<file path="config.mk">
export PLATFORM = sky130hd
export DESIGN_NAME = adc_serial_rx
export DESIGN_NICKNAME = d
export VERILOG_FILES = /design/src/rtl/adc_serial_rx_pkg.sv /design/src/rtl/adc_serial_rx.sv
export SDC_FILE = /design/constraint.sdc
export NUM_CORES = 1
export LEC_CHECK = 0
export ABC_AREA = 1
export BUFFER_PORTS_ARGS = -buffer_cell sky130_fd_sc_hd__buf_2
export CAP_MARGIN = 10
export CORE_UTILIZATION = 43
export CTS_BUF_LIST = sky130_fd_sc_hd__clkbuf_2 sky130_fd_sc_hd__clkbuf_4 sky130_fd_sc_hd__clkbuf_8
export DETAILED_ROUTE_END_ITERATION = 8
export PLACE_DENSITY = 0.71
export SKIP_CTS_REPAIR_TIMING = 1
export SYNTH_ARGS = -nofsm -noshare
export SYNTH_HDL_FRONTEND = slang
export SYNTH_SLANG_ARGS = --single-unit
</file>
<file path="constraint.sdc">
create_clock -name CLK1MHz -period 1.8 [get_ports CLK1MHz]
set_input_delay 0.09 -clock CLK1MHz [delete_from_list [all_inputs] [get_ports CLK1MHz]]
set_output_delay 0.09 -clock CLK1MHz [all_outputs]
set_load 0.02 [all_outputs]
</file>
<file path="src/rtl/adc_serial_rx_pkg.sv">
// Shared constants for the serial ADC capture block: frame geometry,
// FSM state encoding and the DAC command nibble.
package adc_serial_rx_pkg;

  localparam int FRAME_BITS = 16;
  localparam int SAMPLE_W   = 12;
  localparam int HDR_W      = FRAME_BITS - SAMPLE_W;

  localparam logic [1:0] ST_IDLE = 2'd0;
  localparam logic [1:0] ST_CONV = 2'd1;
  localparam logic [1:0] ST_DONE = 2'd2;

  typedef enum logic [1:0] {
    IDLE = ST_IDLE,
    CONV = ST_CONV,
    DONE = ST_DONE
  } state_t;

  // Leading nibble of the DAC "write-and-update" command word.
  localparam logic [HDR_W-1:0] DAC_CMD = 4'b0000;

endpackage

</file>
<file path="src/rtl/adc_serial_rx.sv">
// Serial ADC receiver: drives CSn, deserialises a 16-bit frame
// (header zeros + DATA_W data bits, MSB first) on CLK1MHz and presents a
// held sample with a one-cycle DatoListo strobe.
// Optional build macro PACK_DAC_WORD_EN adds the DinDAC output carrying
// the ready-to-send 16-bit DAC command word.
module adc_serial_rx
  import adc_serial_rx_pkg::*;
#(
  parameter int QUIET_CYC = 4,
  parameter int DATA_W    = 12
) (
  input  logic              CLK1MHz,
  input  logic              Reset,
  input  logic              Enable,
  input  logic              SData,
  output logic              CSn,
  output logic [DATA_W-1:0] Dato,
  output logic              DatoListo,
`ifdef PACK_DAC_WORD_EN
  output logic [15:0]       DinDAC,
`endif
  output logic              FrameError
);

  localparam logic [3:0] QUIET_LAST = 4'(QUIET_CYC - 1);
  localparam logic [3:0] BIT_LAST   = 4'(FRAME_BITS - 1);

  state_t                  state;
  state_t                  state_nxt;
  logic [3:0]              qcnt;
  logic [3:0]              bcnt;
  // Only the 15 most recent bits are ever needed: the 16th arrives on SData
  // in the capture cycle itself.
  logic [FRAME_BITS-2:0]   shift;
  logic [FRAME_BITS-1:0]   frame_word;

  // Any 1 in the header marks a misaligned or corrupted frame.
  function automatic logic header_error(input logic [FRAME_BITS-1:0] w);
    return |w[FRAME_BITS-1:DATA_W];
  endfunction

  assign frame_word = {shift, SData};

  // State register.
  always_ff @(posedge CLK1MHz) begin
    if (Reset) state <= IDLE;
    else       state <= state_nxt;
  end

  // Next-state logic and Moore output decode.
  always_comb begin
    state_nxt = state;
    CSn       = 1'b1;
    DatoListo = 1'b0;
    case (state)
      IDLE: begin
        if (qcnt == QUIET_LAST && Enable) state_nxt = CONV;
      end
      CONV: begin
        CSn = 1'b0;
        if (bcnt == BIT_LAST) state_nxt = DONE;
      end
      DONE: begin
        DatoListo = 1'b1;
        state_nxt = IDLE;
      end
      default: state_nxt = IDLE;
    endcase
  end

  // Quiet/bit counters, shift register and the held sample outputs.
  always_ff @(posedge CLK1MHz) begin
    if (Reset) begin
      qcnt       <= '0;
      bcnt       <= '0;
      shift      <= '0;
      Dato       <= '0;
      FrameError <= 1'b0;
`ifdef PACK_DAC_WORD_EN
      DinDAC     <= 16'h0000;
`endif
    end else begin
      case (state)
        IDLE: begin
          // Saturates so a stalled (Enable=0) idle can restart immediately.
          if (qcnt != QUIET_LAST) qcnt <= qcnt + 4'd1;
          if (state_nxt == CONV)  bcnt <= '0;
        end
        CONV: begin
          shift <= frame_word[FRAME_BITS-2:0];
          if (bcnt == BIT_LAST) begin
            bcnt       <= '0;
            Dato       <= frame_word[DATA_W-1:0];
            FrameError <= header_error(frame_word);
`ifdef PACK_DAC_WORD_EN
            DinDAC     <= {DAC_CMD, frame_word[SAMPLE_W-1:0]};
`endif
          end else begin
            bcnt <= bcnt + 4'd1;
          end
        end
        DONE: begin
          qcnt <= '0;
        end
        default: begin
          qcnt <= '0;
        end
      endcase
    end
  end

endmodule

</file>
After elaboration in Yosys (flattened, before gate mapping)
Cells that the tools add are included.
- register bits after elaboration: 38
- latch bits: 0
- RAM bits: 0
- memory bits (read-only): 0
- bits of input ports: 4
- memories: 0
- add/subtract/negate cells: 2
- multiply operators: 0
- div/mod/pow operators: 0
- $lt $le $gt $ge: 0
- equal/unequal tests: 8
- shifts and indexed selects: 0
- multiplexer cells: 10
- bitwise logic cells: 1
- reductions and logical operators: 7
- operators with widths (kind ; number):
    one-hot mux 4 bit (2 select lines) ; 2
    two-way mux 4 bit ; 3
    adder 4 x 1 -> 4 bit, second input constant ; 2
    AND reduction 2 bit ; 3
    == test 2 x 1 -> 1 bit, second input constant ; 2
    == test 4 x 2 -> 1 bit, second input constant ; 1
    == test 4 bit, second input constant ; 1
    two-way mux 2 bit ; 2
    inequality test 2 bit, second input constant ; 2
    inequality test 4 x 2 -> 1 bit, second input constant ; 1
    one-hot mux 2 bit (2 select lines) ; 1
    OR reduction 4 bit ; 1
    == test 2 bit, second input constant ; 1
    zero test 2 bit ; 1
    two-way mux 1 bit ; 2
    nonzero test 2 bit ; 1
    logical AND 1 bit ; 1
    inverter 1 bit ; 1

Depth between registers and ports, before layout
- word-level depth: 7
- gate-level depth with buffers: 8
- gate-level depth less buffers: 8

Worst setup path after synthesis
OpenSTA, ideal clock, no wires.
- path kind: reg-to-reg
- start: register bcnt[0]
- end: register Dato[8]
- setup time: 117 ps
- arrival: 1109 ps
- required time: 1683 ps
- slack: 574 ps
- cell stages (with the launch flop): 8
- clock period less this slack: 1226 ps
- path through: dfxtp_1 > ha_1 > nand3_1 > nor2_4 > inv_2 > buf_6 > nand3_1 > o21ai_1
- longest elaborated chain between the ends: 2
- ends and longest elaborated chain (what ; RTL line ; RTL):
    start: declaration ; adc_serial_rx.sv:31 ; logic [3:0] bcnt;
    start signal: assignment ; adc_serial_rx.sv:99 ; bcnt <= bcnt + 4'd1;
    == test 4 bit ; adc_serial_rx.sv:91 ; if (bcnt == BIT_LAST) begin
    AND reduction 2 bit (no source line) ; - ;
    end signal: assignment ; adc_serial_rx.sv:93 ; Dato <= frame_word[DATA_W-1:0];
    end: declaration ; adc_serial_rx.sv:17 ; output logic [DATA_W-1:0] Dato,
Every way passes these cells.
A chain may end at the register's enable or synchronous reset.

Worst setup path in the final report
- start: register state[1]
- end: output CSn
- longest elaborated chain between the ends: 2
- ends and longest elaborated chain (what ; RTL line ; RTL):
    start: declaration ; adc_serial_rx.sv:28 ; state_t state;
    start signal: assignment ; adc_serial_rx.sv:47 ; else state <= state_nxt;
    == test 2 x 1 -> 1 bit ; adc_serial_rx.sv:55 ; case (state)
    two-way mux 1 bit ; adc_serial_rx.sv:55 ;
    end: declaration ; adc_serial_rx.sv:16 ; output logic CSn,
Every way passes these cells.

==> impl_metrics.py <==
metrics = {
    "run_status": {
        "outcome": "completed",
    },
    "final_layout": {
        "area_growth_pct": 13.1,
        "final_common_cell": "dfxtp_1",
        "drive_gt1_share_pct": 17.8,
        "final_nets": 218,
        "final_cell_mix": "dfxtp_1, nor2_1, nand3_1",
        "n_antenna_cell": 0,
    },
    "min_path": {
        "min_to": "qcnt[2]",
        "hold_start": "Reset",
        "holdPathStages": 2,
        "min_path_type": "in2reg",
    },
    "timing": {
        "min_period_ns": 1.57,
        "setup_ws_ns": 0.232,
        "final-setup-viol-count": 0,
        "hold_viol": 0,
        "rsz0062_at_grt": "false",
        "setup_tns_ns": 0,
        "hold_slack_ns": 0.0324,
        "skew_ns": 0.00733,
        "relSlewSlack_pct": 62.7,
        "worst_slew_pin_slew_ns": 0.559,
        "drv_slew": 0,
        "post-route-period-util_pct": 87.1,
        "max_freq_mhz": 638,
    },
    "critical_path": {
        "crit_type": "reg2out",
        "critPathLaunch": "state[1]",
        "r2r-start": "bcnt[0]",
        "startpoint_type": "flip-flop",
        "cp.required_ns": 1.71,
        "cp-end-kind": "primary output",
        "reg2reg_to": "Dato[6]",
        "crit_fanout": 14,
        "rr_worst_depth": 6,
        "reg2reg_slack_ns": 0.41,
        "worstPathArrival_ns": 1.48,
    },
    "synthesis": {
        "synth-seq-area-share_pct": 51.2,
        "avgSynthCellArea_um2": 7.78,
        "synth_cells": 191,
        "yosys_warnings": 0,
        "synth_top_area_cell": "dfxtp_1",
        "synth_area_leaders": "dfxtp_1, nand3_1, nor2_1, o21ai_0, nand2_1",
        "synth_seq_cells": 38,
        "synth_top_area_share_pct": 51.2,
        "syn_nets": 197,
        "yosysUniqueCellTypes": 22,
        "syn_area_um2": 1490,
    },
    "die": {
        "die_area_um2": 3690,
        "die_x_um": 60.8,
        "chipHeight_um": 60.8,
        "start_util_pct": 47.1,
        "rows": 20,
        "ioPinCount": 19,
        "coreArea_um2": 3150,
    },
    "route": {
        "wl_met2_um": 1170,
        "m1WireLength_um": 1510,
        "drt-total-wl_um": 2820,
        "drc": 0,
        "routed-wl-met3_um": 77,
        "wl_per_cell_um": 11.0,
        "vias": 1248,
        "via_per_inst": 4.86,
        "dr.first_iter.drc_count": 26,
        "postRouteAntennaNets": 0,
        "drt-pass1-iter-count": 4,
        "topRoutingLayerUsed": "met4",
    },
    "place": {
        "dp_slack_ns": 0.442,
        "portBuffers": 18,
        "hpwlAfterDp_um": 1980,
        "gp_congestion": 0.811,
    },
    "grt": {
        "grt_pass1_vias": 1104,
        "grt_use_total_pct": 17.9,
        "overflow": 0,
        "antenna_found_initial": 0,
        "grt_max_degree": 22,
        "grt_pass1_wl_um": 4750,
    },
    "clock_tree": {
        "numCtsBuffers": 5,
        "clock-sinks": 38,
        "cts-root-buf": "clkbuf_4",
        "htreeDepth": 2,
        "clock_latency_ns": 0.33,
        "cts_tree": "done",
        "cts_buffer_depth": 2,
        "cts.reportedPaths.clkPinSlew_ns": 0.11,
    },
    "power": {
        "seqPwrFrac_pct": 59.5,
        "p_int_mw": 1.15,
        "ir_worst_vdd_uv": 623,
        "power_density_nw_per_um2": 922,
        "switching_share_pct": 25.9,
        "power_frac_comb_pct": 10.1,
        "clkPwrFrac_pct": 30.4,
        "power_leakage_nw": 0.778,
        "p_sw_uw": 400,
    },
    "run": {
        "maxCapViolCount": 0,
    },
}
## flip-flops by register name, indices dropped and copies added, names as in the netlist
signal,count
FrameError,1
bcnt,4
state,2
qcnt,4
shift,15
Dato,12
## routing by layer
layer	vias to the layer above	global-route usage, %
met3	6	4.48
met2	15	25.6
li1	670	-
met4	0	10.7
met5	-	0
met1	557	24.3
## worst max path at each step
stage,endpoint,slack [ns],cells past startpoint
2_1_floorplan,Dato[8],0.57,7
3_3_place_gp,Dato[5],0.45,6
3_5_place_dp,Dato[6],0.44,6
4_1_cts,CSn,0.22,4
5_1_grt,CSn,0.14,5
6_report,CSn,0.23,4
## cell families (layout without fill, tap and decap cells)
group | count (synthesis) | count (layout) | synth area share (%)
AOI/OAI and AO/OA | 35 | 35 | 11.8
adders and majority gates | 2 | 2 | 1.68
buffers and inverters | 24 | 46 | 7.33
DFF | 38 | 38 | 51.2
and+or+nand+nor | 92 | 92 | 28.0
## critical path: stages, from the launching register on
cell and delay (ns):
dfxtp_1 0.44, nor2_4 0.08, inv_2 0.20, buf_4 0.24, buf_2 0.19
## Yosys cell counts
master    instances
dfxtp_1          38
nor2_1           30
nand3_1          27
nand2_1          25
o21ai_0          19
a21oi_1          14
inv_1            12
buf_2             5
inv_2             3
nand4_1           3
ha_1              2
nor2_4            2
o21ai_1           2
buf_4             1
buf_6             1
clkbuf_1          1
clkinv_2          1
nand2_2           1
nand3b_1          1
nor2_2            1
or2_0             1
or2_2             1
## power groups by stage
stage | Clock, mW | Combinational (mW) | Sequential (mW)
floorplan | 0 | 0.124 | 0.931
global placement | 0 | 0.153 | 0.940
detailed placement | 0 | 0.156 | 0.940
CTS | 0.486 | 0.156 | 0.921
global route | 0.519 | 0.183 | 0.926
finish | 0.470 | 0.156 | 0.921
## per-stage QoR
stage          instances  total power [mW]  instance area [um^2]  util, %
2_1_floorplan        191              1.06                  1490        -
5_1_grt              257              1.63                  1680     53.3
3_5_place_dp         248              1.10                  1610     50.9
4_1_cts              256              1.56                  1670     52.9
6_report             257              1.55                  1680     53.3
3_3_place_gp         248              1.09                  1610     50.9
## final cells by class
class	count	area, um^2
Sequential cell	38	761
Timing Repair Buffer	22	123
Clock buffer	7	58.8
Clock inverter	1	5.00
Multi-Input combinational cell	129	616
Tap cell	44	55.1
Fill cell	338	1470
Inverter	16	61.3
Note: power is estimated with default switching activity, not from simulation.
